File: src/rtl/css_display_resolver_pkg.sv
// Shared definitions for the CSS display resolver.
//   PROP_ID_W       : width of a CSS property id
//   NUM_DISPLAY_KW  : keyword codes 0..NUM_DISPLAY_KW-1 are legal display values
//   display_kw_e    : display keyword encoding
//   rsv_state_e     : resolver FSM states
package css_display_resolver_pkg;

  localparam int unsigned PROP_ID_W      = 8;
  localparam int unsigned NUM_DISPLAY_KW = 20;

  typedef enum logic [31:0] {
    DISP_INLINE       = 32'd0,
    DISP_BLOCK        = 32'd1,
    DISP_NONE         = 32'd2,
    DISP_FLEX         = 32'd3,
    DISP_GRID         = 32'd4,
    DISP_INLINE_BLOCK = 32'd5,
    DISP_INLINE_FLEX  = 32'd6,
    DISP_INLINE_GRID  = 32'd7,
    DISP_CONTENTS     = 32'd8
  } display_kw_e;

  typedef enum logic {
    ACCUM = 1'b0,
    EMIT  = 1'b1
  } rsv_state_e;

endpackage

File: src/rtl/css_display_resolver_candidate_check.sv
// display_candidate_check: combinational decode of one declaration beat.
//   i_prop_id      : property id of the beat
//   i_is_primitive : value is a plain keyword (not var()/calc())
//   i_value        : keyword code
//   o_candidate    : beat is a usable display declaration
//   o_rejected     : beat targets display but cannot be used
module display_candidate_check
  import css_display_resolver_pkg::*;
#(
  parameter logic [PROP_ID_W-1:0] DISPLAY_PROP_ID = 8'h2A,
  parameter int unsigned          NUM_KW          = NUM_DISPLAY_KW
) (
  input  logic [PROP_ID_W-1:0] i_prop_id,
  input  logic                 i_is_primitive,
  input  logic [31:0]          i_value,
  output logic                 o_candidate,
  output logic                 o_rejected
);

  logic w_is_display;
  logic w_in_range;

  assign w_is_display = (i_prop_id == DISPLAY_PROP_ID);
  // Full 32-bit unsigned compare: high bits set must never alias into range.
  assign w_in_range   = (i_value < 32'(NUM_KW));
  assign o_candidate  = w_is_display & i_is_primitive & w_in_range;
  assign o_rejected   = w_is_display & ~(i_is_primitive & w_in_range);

endmodule

File: src/rtl/css_display_resolver.sv
// css_display_resolver: resolves the cascaded `display` value of one element
// from its declaration stream and hands it to the display register.
//   i_clock, i_reset   : clock, synchronous active-high reset
//   i_decl_*           : declaration beat stream (valid/ready, last marks end)
//   o_out_*            : resolved element (valid/ready)
//   o_out_is_default   : no usable declaration seen
//   o_out_decl_count   : beats accepted for the element, saturating at 255
// Optional macro DISPLAY_RESOLVER_STATS_EN adds o_stat_elements and
// o_stat_rejected running counters.
module css_display_resolver
  import css_display_resolver_pkg::*;
#(
  parameter logic [PROP_ID_W-1:0] DISPLAY_PROP_ID = 8'h2A,
  parameter int unsigned          NUM_KW          = NUM_DISPLAY_KW,
  parameter logic [31:0]          DISPLAY_DEFAULT = 32'd0
) (
  input  logic                 i_clock,
  input  logic                 i_reset,
  input  logic                 i_decl_valid,
  output logic                 o_decl_ready,
  input  logic [PROP_ID_W-1:0] i_decl_prop_id,
  input  logic                 i_decl_is_primitive,
  input  logic [31:0]          i_decl_value,
  input  logic                 i_decl_important,
  input  logic                 i_decl_last,
  output logic                 o_out_valid,
  input  logic                 i_out_ready,
  output logic [31:0]          o_out_display,
  output logic                 o_out_is_default,
  output logic [7:0]           o_out_decl_count
`ifdef DISPLAY_RESOLVER_STATS_EN
  ,
  output logic [31:0]          o_stat_elements,
  output logic [31:0]          o_stat_rejected
`endif
);

  rsv_state_e  r_state;
  logic [31:0] r_display;
  logic        r_is_default;
  logic        r_important;
  logic [7:0]  r_count;
  logic        w_candidate;
  logic        w_rejected;
  logic        w_accept;

`ifdef DISPLAY_RESOLVER_STATS_EN
  logic [31:0] r_stat_elements;
  logic [31:0] r_stat_rejected;
`endif

  display_candidate_check #(
    .DISPLAY_PROP_ID (DISPLAY_PROP_ID),
    .NUM_KW          (NUM_KW)
  ) u_check (
    .i_prop_id      (i_decl_prop_id),
    .i_is_primitive (i_decl_is_primitive),
    .i_value        (i_decl_value),
    .o_candidate    (w_candidate),
    .o_rejected     (w_rejected)
  );

  assign w_accept = i_decl_valid & (r_state == ACCUM);

  always_ff @(posedge i_clock) begin
    if (i_reset) begin
      r_state      <= ACCUM;
      r_display    <= DISPLAY_DEFAULT;
      r_is_default <= 1'b1;
      r_important  <= 1'b0;
      r_count      <= 8'd0;
`ifdef DISPLAY_RESOLVER_STATS_EN
      r_stat_elements <= 32'd0;
      r_stat_rejected <= 32'd0;
`endif
    end else begin
      case (r_state)
        ACCUM: begin
          if (w_accept) begin
            if (r_count != 8'hFF) r_count <= r_count + 8'd1;
            // Important always wins; normal only lands while nothing important is held.
            if (w_candidate && (i_decl_important || !r_important)) begin
              r_display    <= i_decl_value;
              r_important  <= i_decl_important;
              r_is_default <= 1'b0;
            end
            if (i_decl_last) r_state <= EMIT;
`ifdef DISPLAY_RESOLVER_STATS_EN
            if (w_rejected) r_stat_rejected <= r_stat_rejected + 32'd1;
`endif
          end
        end
        EMIT: begin
          // Clearing here leaves the handoff cycle idle; next element starts after.
          if (i_out_ready) begin
            r_state      <= ACCUM;
            r_display    <= DISPLAY_DEFAULT;
            r_is_default <= 1'b1;
            r_important  <= 1'b0;
            r_count      <= 8'd0;
`ifdef DISPLAY_RESOLVER_STATS_EN
            r_stat_elements <= r_stat_elements + 32'd1;
`endif
          end
        end
        default: r_state <= ACCUM;
      endcase
    end
  end

  assign o_decl_ready     = (r_state == ACCUM);
  assign o_out_valid      = (r_state == EMIT);
  assign o_out_display    = r_display;
  assign o_out_is_default = r_is_default;
  assign o_out_decl_count = r_count;

`ifdef DISPLAY_RESOLVER_STATS_EN
  assign o_stat_elements = r_stat_elements;
  assign o_stat_rejected = r_stat_rejected;
`else
  // Rejected decode only feeds the optional statistics.
  logic w_unused;
  assign w_unused = w_rejected;
`endif

endmodule
File: config.mk
export PLATFORM = sky130hd
export DESIGN_NAME = css_display_resolver
export DESIGN_NICKNAME = d
export VERILOG_FILES = /design/src/rtl/css_display_resolver_pkg.sv /design/src/rtl/css_display_resolver_candidate_check.sv /design/src/rtl/css_display_resolver.sv
export SDC_FILE = /design/constraint.sdc
export NUM_CORES = 1
export LEC_CHECK = 0
export CAP_MARGIN = 20
export CORE_MARGIN = 2
export CORE_UTILIZATION = 34
export DETAILED_ROUTE_END_ITERATION = 10
export PLACE_DENSITY = 0.75
export SYNTH_ARGS = -nofsm -noshare
export SYNTH_HDL_FRONTEND = slang
export SYNTH_SLANG_ARGS = --single-unit
File: constraint.sdc
create_clock -name i_clock -period 1.5 [get_ports i_clock]
set_input_delay 0.3 -clock i_clock [delete_from_list [all_inputs] [get_ports i_clock]]
set_output_delay 0.3 -clock i_clock [all_outputs]
set_load 0.005 [all_outputs]
==> results.cfg, run 1 <==
[outcome]
status = completed

[yosys]
synth_seq_cells = 43
synth.net_count = 201
synth_cells = 153
synth.distinct_cells = 35
seq_area_frac_synth = 0.5337
avgSynthCellArea_um2 = 10.54
netlist_area_um2 = 1613
synth_warnings = 0

[floorplan]
initial_core_util = 0.3460
ios = 90
dieHeight_um = 72.88
dieArea_um2 = 5311
core_um2 = 4661
rows = 25
dieWidth_um = 72.88

[detailed_routing]
first_iter_violations = 51
vias = 1624
ant_nets = 0
wl_um = 5029
wl_per_cell_um = 15.62
avgViaCountPerCell = 5.043
firstDrtPassIters = 4
drc = 0

[worst_setup_path]
start_kind = register
worst-r2r-setup-slack_ns = 0.03
cp_max_fo = 6
slowest_stage = o311ai_0
critPathArrivalTime_ns = 1.61
path_class = register to register
crit_required_ns = 1.65
cp-end-kind = register
path_cells = nor2b_4 > buf_4 > nand4_1 > o311ai_0 > o41ai_1
slowest_delay_ns = 0.39

[clock_tree]
clk_pin_slew_ns = 0.07
cts_sinks = 43
clk-insertion-delay-late_ns = 0.28
cts_tree = yes
clockBufferDepth = 2
cts_made_buffers = 5
cts_root_buffer = clkbuf_8
hold_buffers = 0
cts_htree_levels = 2

[grt]
grt_usage = 0.1932
antenna_found_initial = 0
grt_pass1_vias = 1583
grt_start_max_net_pins = 28
grt_pass1_wl_um = 7741
grt_use_met2 = 0.3576
grtUsageMet3 = 0.06215
grt-busiest-layer = met2
grt_overflow = 0
grtUsageMet1 = 0.2165

[layout]
diodes = 0
post-route-cell-area_um2 = 3050
n_fill_cell = 372
final_cell_mix = clkdlybuf4s50_1 (39), dfxtp_1 (35), nor3b_2 (25)
final_common_cell = clkdlybuf4s50_1
multi_input_area_um2 = 920.9
regArea_um2 = 875.8
drive_gt1_frac = 0.3881
nets = 317
area_growth_pct = 89.14

[timing]
fmax_ghz = 0.6810
setup_viol = 0
max_slew_margin = 0.7549
layout_min_cycle_time_ns = 1.468
skew_ns = 0.005127
worst_pin_slew_ns = 0.3630
rsz0062_at_grt = true
slew_violations = 0
hold_viol = 0
period_share = 0.9789

[placement]
place_congestion = 0.8229
dpl_cell_area_um2 = 2718
dp_hpwl_um = 3396
io_buffer_count = 89

[power_and_ir_drop]
p_int_w = 0.001604
swShare = 0.2232
ir_worst_vdd_mv = 0.5561
finalPower_w = 0.002064
power_frac_seq = 0.558
pwr-share-comb = 0.124
p_leak_nw = 1.240
p_clk_frac = 0.318
p_sw_w = 0.0004608
powerDensity_nw_per_um2 = 676.8

[run]
maxCapViolCount = 0

[hold_path]
hold_path.class = primary input to register
## worst max-delay path, delay by kind of cell, from the launching register on
kind	cells	cell delay (ns)
flip-flops	1	0.34
AND/OR/NAND/NOR	2	0.30
AO/OA/AOI/OAI	2	0.55
buffers and inverters	1	0.12
## flip-flops by register name, indices dropped and copies added, names as in the netlist
signal,cells
o_out_decl_count,8
o_out_display,32
o_out_is_default,1
o_out_valid,1
r_important,1
## through the flow
stage | cells | hold slack, ns | utilization | setup TNS (ns) | setup slack (ns)
global route | 322 | 0.4391 | 0.6545 | -0.8371 | -0.1231
CTS | 329 | 0.4351 | 0.6846 | -0.8023 | -0.05183
floorplan | 153 | 0.4352 | - | -3.101 | -0.1213
global placement | 309 | 0.4414 | 0.5831 | -19.06 | -0.5514
detailed placement | 309 | 0.4507 | 0.5831 | -18.78 | -0.5744
finish | 322 | 0.4394 | 0.6545 | 0 | 0.03165
## final timing paths
check,from,to,depth (start not counted)
max,o_out_valid,o_out_decl_count[7],5
min,i_decl_important,r_important,3
max reg2reg,o_out_valid,o_out_decl_count[7],5
min reg2reg,o_out_is_default,o_out_is_default,2
## layer usage
metal  share of wire  wire [um]
met5               0          0
met2            0.51       2586
met1            0.39       1940
met4          0.0044         22
met3           0.095        480
## synthesized netlist by cell type
master | n | area share
nor2_1 | 2 | 0.0047
inv_1 | 2 | 0.0047
or2_2 | 1 | 0.0039
nor2b_1 | 1 | 0.0039
nor4b_1 | 1 | 0.0054
nor4_1 | 6 | 0.023
buf_6 | 1 | 0.0070
and3_1 | 1 | 0.0039
nand2b_1 | 8 | 0.031
or4_1 | 1 | 0.0047
o21a_1 | 2 | 0.0093
a21boi_0 | 1 | 0.0047
nand4b_1 | 1 | 0.0054
dfxtp_1 | 43 | 0.53
o31ai_1 | 1 | 0.0047
nand3_1 | 3 | 0.0093
o311ai_0 | 2 | 0.011
o21ai_0 | 1 | 0.0031
buf_4 | 2 | 0.0093
and4_1 | 1 | 0.0054
nor3_1 | 2 | 0.0062
a21oi_1 | 6 | 0.019
nor4_4 | 1 | 0.013
ha_1 | 1 | 0.0078
nor4b_2 | 1 | 0.0093
nor3b_1 | 27 | 0.13
a31o_2 | 1 | 0.0054
nand2_1 | 11 | 0.026
a21o_1 | 1 | 0.0047
mux2i_1 | 8 | 0.050
o41ai_1 | 2 | 0.011
nand4_1 | 3 | 0.012
nor4bb_1 | 1 | 0.0062
clkbuf_1 | 6 | 0.014
o21ai_1 | 1 | 0.0031
## kinds of logic (layout without fill, tap and decap cells)
logic type,after synthesis,count (layout),synth area share
multiplexers,8,8,0.04965
buffers and inverters,11,126,0.03491
AND/OR/NAND/NOR,72,72,0.2987
adder cells (fa/ha/maj),1,1,0.007757
AO/OA/AOI/OAI,18,18,0.07525
flip-flops,43,43,0.5337
## power by group through the flow
stage / clock, W / sequential, W / combinational (W)
detailed placement: 0 / 0.00118 / 0.000269
CTS: 0.000681 / 0.00115 / 0.000256
global placement: 0 / 0.00118 / 0.000265
floorplan: 0 / 0.00118 / 0.0000592
global route: 0.000731 / 0.00115 / 0.000276
finish: 0.000656 / 0.00115 / 0.000257
## final cells by class
type	instances	area share
inverter	2	0.002461
tap	54	0.02215
timing repair buffer	118	0.3626
sequential	43	0.2871
multi-input combinational	99	0.3019
clock buffer	6	0.02379
## repair_timing
action | 4_1_cts | 5_1_grt
setup buffers | 9 | 0
setup endpoints to repair | 47 | 39
gates cloned | 5 | 0
pin swaps | 15 | 12
resized for setup | 140 | 28
Note: power is estimated with default switching activity, not from simulation.
==> run 2: changes to the inputs <==
Settings changed: ABC_AREA set to 0, CORE_UTILIZATION 34 to 41, PLACE_DENSITY 0.75 to 0.85.
Clock period 1.5 ns to 1.72 ns, I/O delays scaled along.
==> results.cfg, run 2 (synthesis results as in run 1) <==
[outcome]
status = completed

[power_and_ir_drop]
swShare = 0.1951
p_sw_w = 0.0004147
p_clk_frac = 0.427
finalPower_w = 0.002125
p_leak_nw = 1.213
p_int_w = 0.001711
power_frac_seq = 0.476
ir_worst_vdd_mv = 0.6512
pwr-share-comb = 0.097
powerDensity_nw_per_um2 = 716.7

[placement]
dp_slack_ns = -0.4306
io_buffer_count = 89
dpl_cell_area_um2 = 2625
dp_hpwl_um = 3099
place_congestion = 0.8200

[worst_setup_path]
path_class = primary input to register
path_cells = clkdlybuf4s50_1 > nor4b_4 > nand2_2 > nor4_4 > buf_6 > bufbuf_16 > nor3b_1
critPathArrivalTime_ns = 1.90
cp-end-kind = register
worst-r2r-setup-slack_ns = 0.13
crit_required_ns = 1.90
slowest_stage = clkdlybuf4s50_1
cp_max_fo = 8
start_kind = primary input
slowest_delay_ns = 0.48

[timing]
rsz0062_at_grt = true
setup_viol = 0
layout_min_cycle_time_ns = 1.714
setup_ws_ns = 0.006110
period_share = 0.9964
slew_violations = 0
fmax_ghz = 0.5835
skew_ns = 0.003432
worst_pin_slew_ns = 0.3899
max_slew_margin = 0.7359
hold_viol = 0
tns_ns = 0

[hold_path]
hold_path.class = primary input to register

[grt]
grt_overflow = 0
grt_pass1_wl_um = 7617
grt_usage = 0.2270
grt_start_max_net_pins = 17
grt_pass1_vias = 1570
antenna_found_initial = 0

[detailed_routing]
wl_per_cell_um = 15.56
firstDrtPassIters = 4
avgViaCountPerCell = 5.169
wl_um = 4777
ant_nets = 0
vias = 1587
drc = 0
first_iter_violations = 40

[run]
maxCapViolCount = 0

[layout]
drive_gt1_frac = 0.1660
largest_register_ffs = 32
final_cell_mix = clkdlybuf4s50_1 (59), dfxtp_1 (41), nor3b_1 (27)
post-route-cell-area_um2 = 2965
area_growth_pct = 83.86
diodes = 0
final_core_util = 0.7980
nets = 306
final_common_cell = clkdlybuf4s50_1

[clock_tree]
cts_sinks = 43
clk-insertion-delay-late_ns = 0.29
cts_tree = yes
cts_root_buffer = clkbuf_8
clk_pin_slew_ns = 0.08
clockBufferDepth = 2
cts_htree_levels = 2
hold_buffers = 0
cts_made_buffers = 5

[floorplan]
ios = 90
initial_core_util = 0.4340
rows = 22
dieArea_um2 = 4452
dieHeight_um = 66.72
dieWidth_um = 66.72
core_um2 = 3716
run 2: cell count changes in the layout (fill, tap and decap cells not counted), sizes merged:
cell and change:
buf -25, clkdlybuf4s50 +20, dlymetal6s2s +8, clkbuf -7
clkdlybuf4s15 -7, bufbuf +2, bufinv +2, dlygate4sd2 -2
run 2: what timing repair did:
action	CTS	global route
gates resized for setup	33	19
buffers inserted	3	1
endpoints found under the hold margin	0	0
endpoints found under the setup margin	34	35
pin swaps	12	10
gates cloned	4	0
run 2: path summary, 6_finish.rpt:
kind	startpoint	endpoint	cells past startpoint
hold / removal	i_decl_valid	o_out_valid	4
hold reg to reg	o_out_is_default	o_out_is_default	2
setup reg to reg	o_out_decl_count[0]	o_out_decl_count[5]	4
setup / recovery	i_decl_prop_id[1]	o_out_display[6]	7
run 2: stage by stage:
step | instances | hold WS [ns]
finish | 307 | 0.4332
global route | 307 | 0.4746
CTS | 309 | 0.4638
detailed placement | 294 | 0.4516
global placement | 294 | 0.4416
floorplan | 153 | 0.4352
run 2: area by class of cell:
cell class	instances	area, um2
clock buffer	6	72.57
clock inverter	2	60.06
fill	220	750.7
inverter	2	7.507
multi-input combinational	99	789.5
sequential	43	863.3
tap	48	60.06
timing repair buffer	107	1112
run 2: routing by layer:
layer	part of all wire	wire, um	track usage	vias to the layer above
met5	0	0	0	-
met1	0.42	1983	0.2653	761
li1	-	-	-	771
met4	0.015	72	0.05867	0
met3	0.050	240	0.05912	10
met2	0.52	2480	0.4088	45
run 2: critical path, delay by kind of cell:
kind	cells	cell delay (ns)
buffers and inverters	3	0.92
AND/OR/NAND/NOR	4	0.63
run 2: power groups by stage:
stage	Combinational, W	Sequential, W	Clock, W
final	0.000207	0.00101	0.000907
after global routing	0.000224	0.00101	0.000972
after CTS	0.000205	0.00101	0.000915
after detailed placement	0.000203	0.00103	0
after global placement	0.000199	0.00103	0
after floorplan	0.0000513	0.00103	0
==> run 3: changes to the inputs <==
Settings changed: CTS_CLUSTER_DIAMETER set to 100.
==> results of run 3 <==
No change in the layout: final DEF, timing and power equal those of run 2.
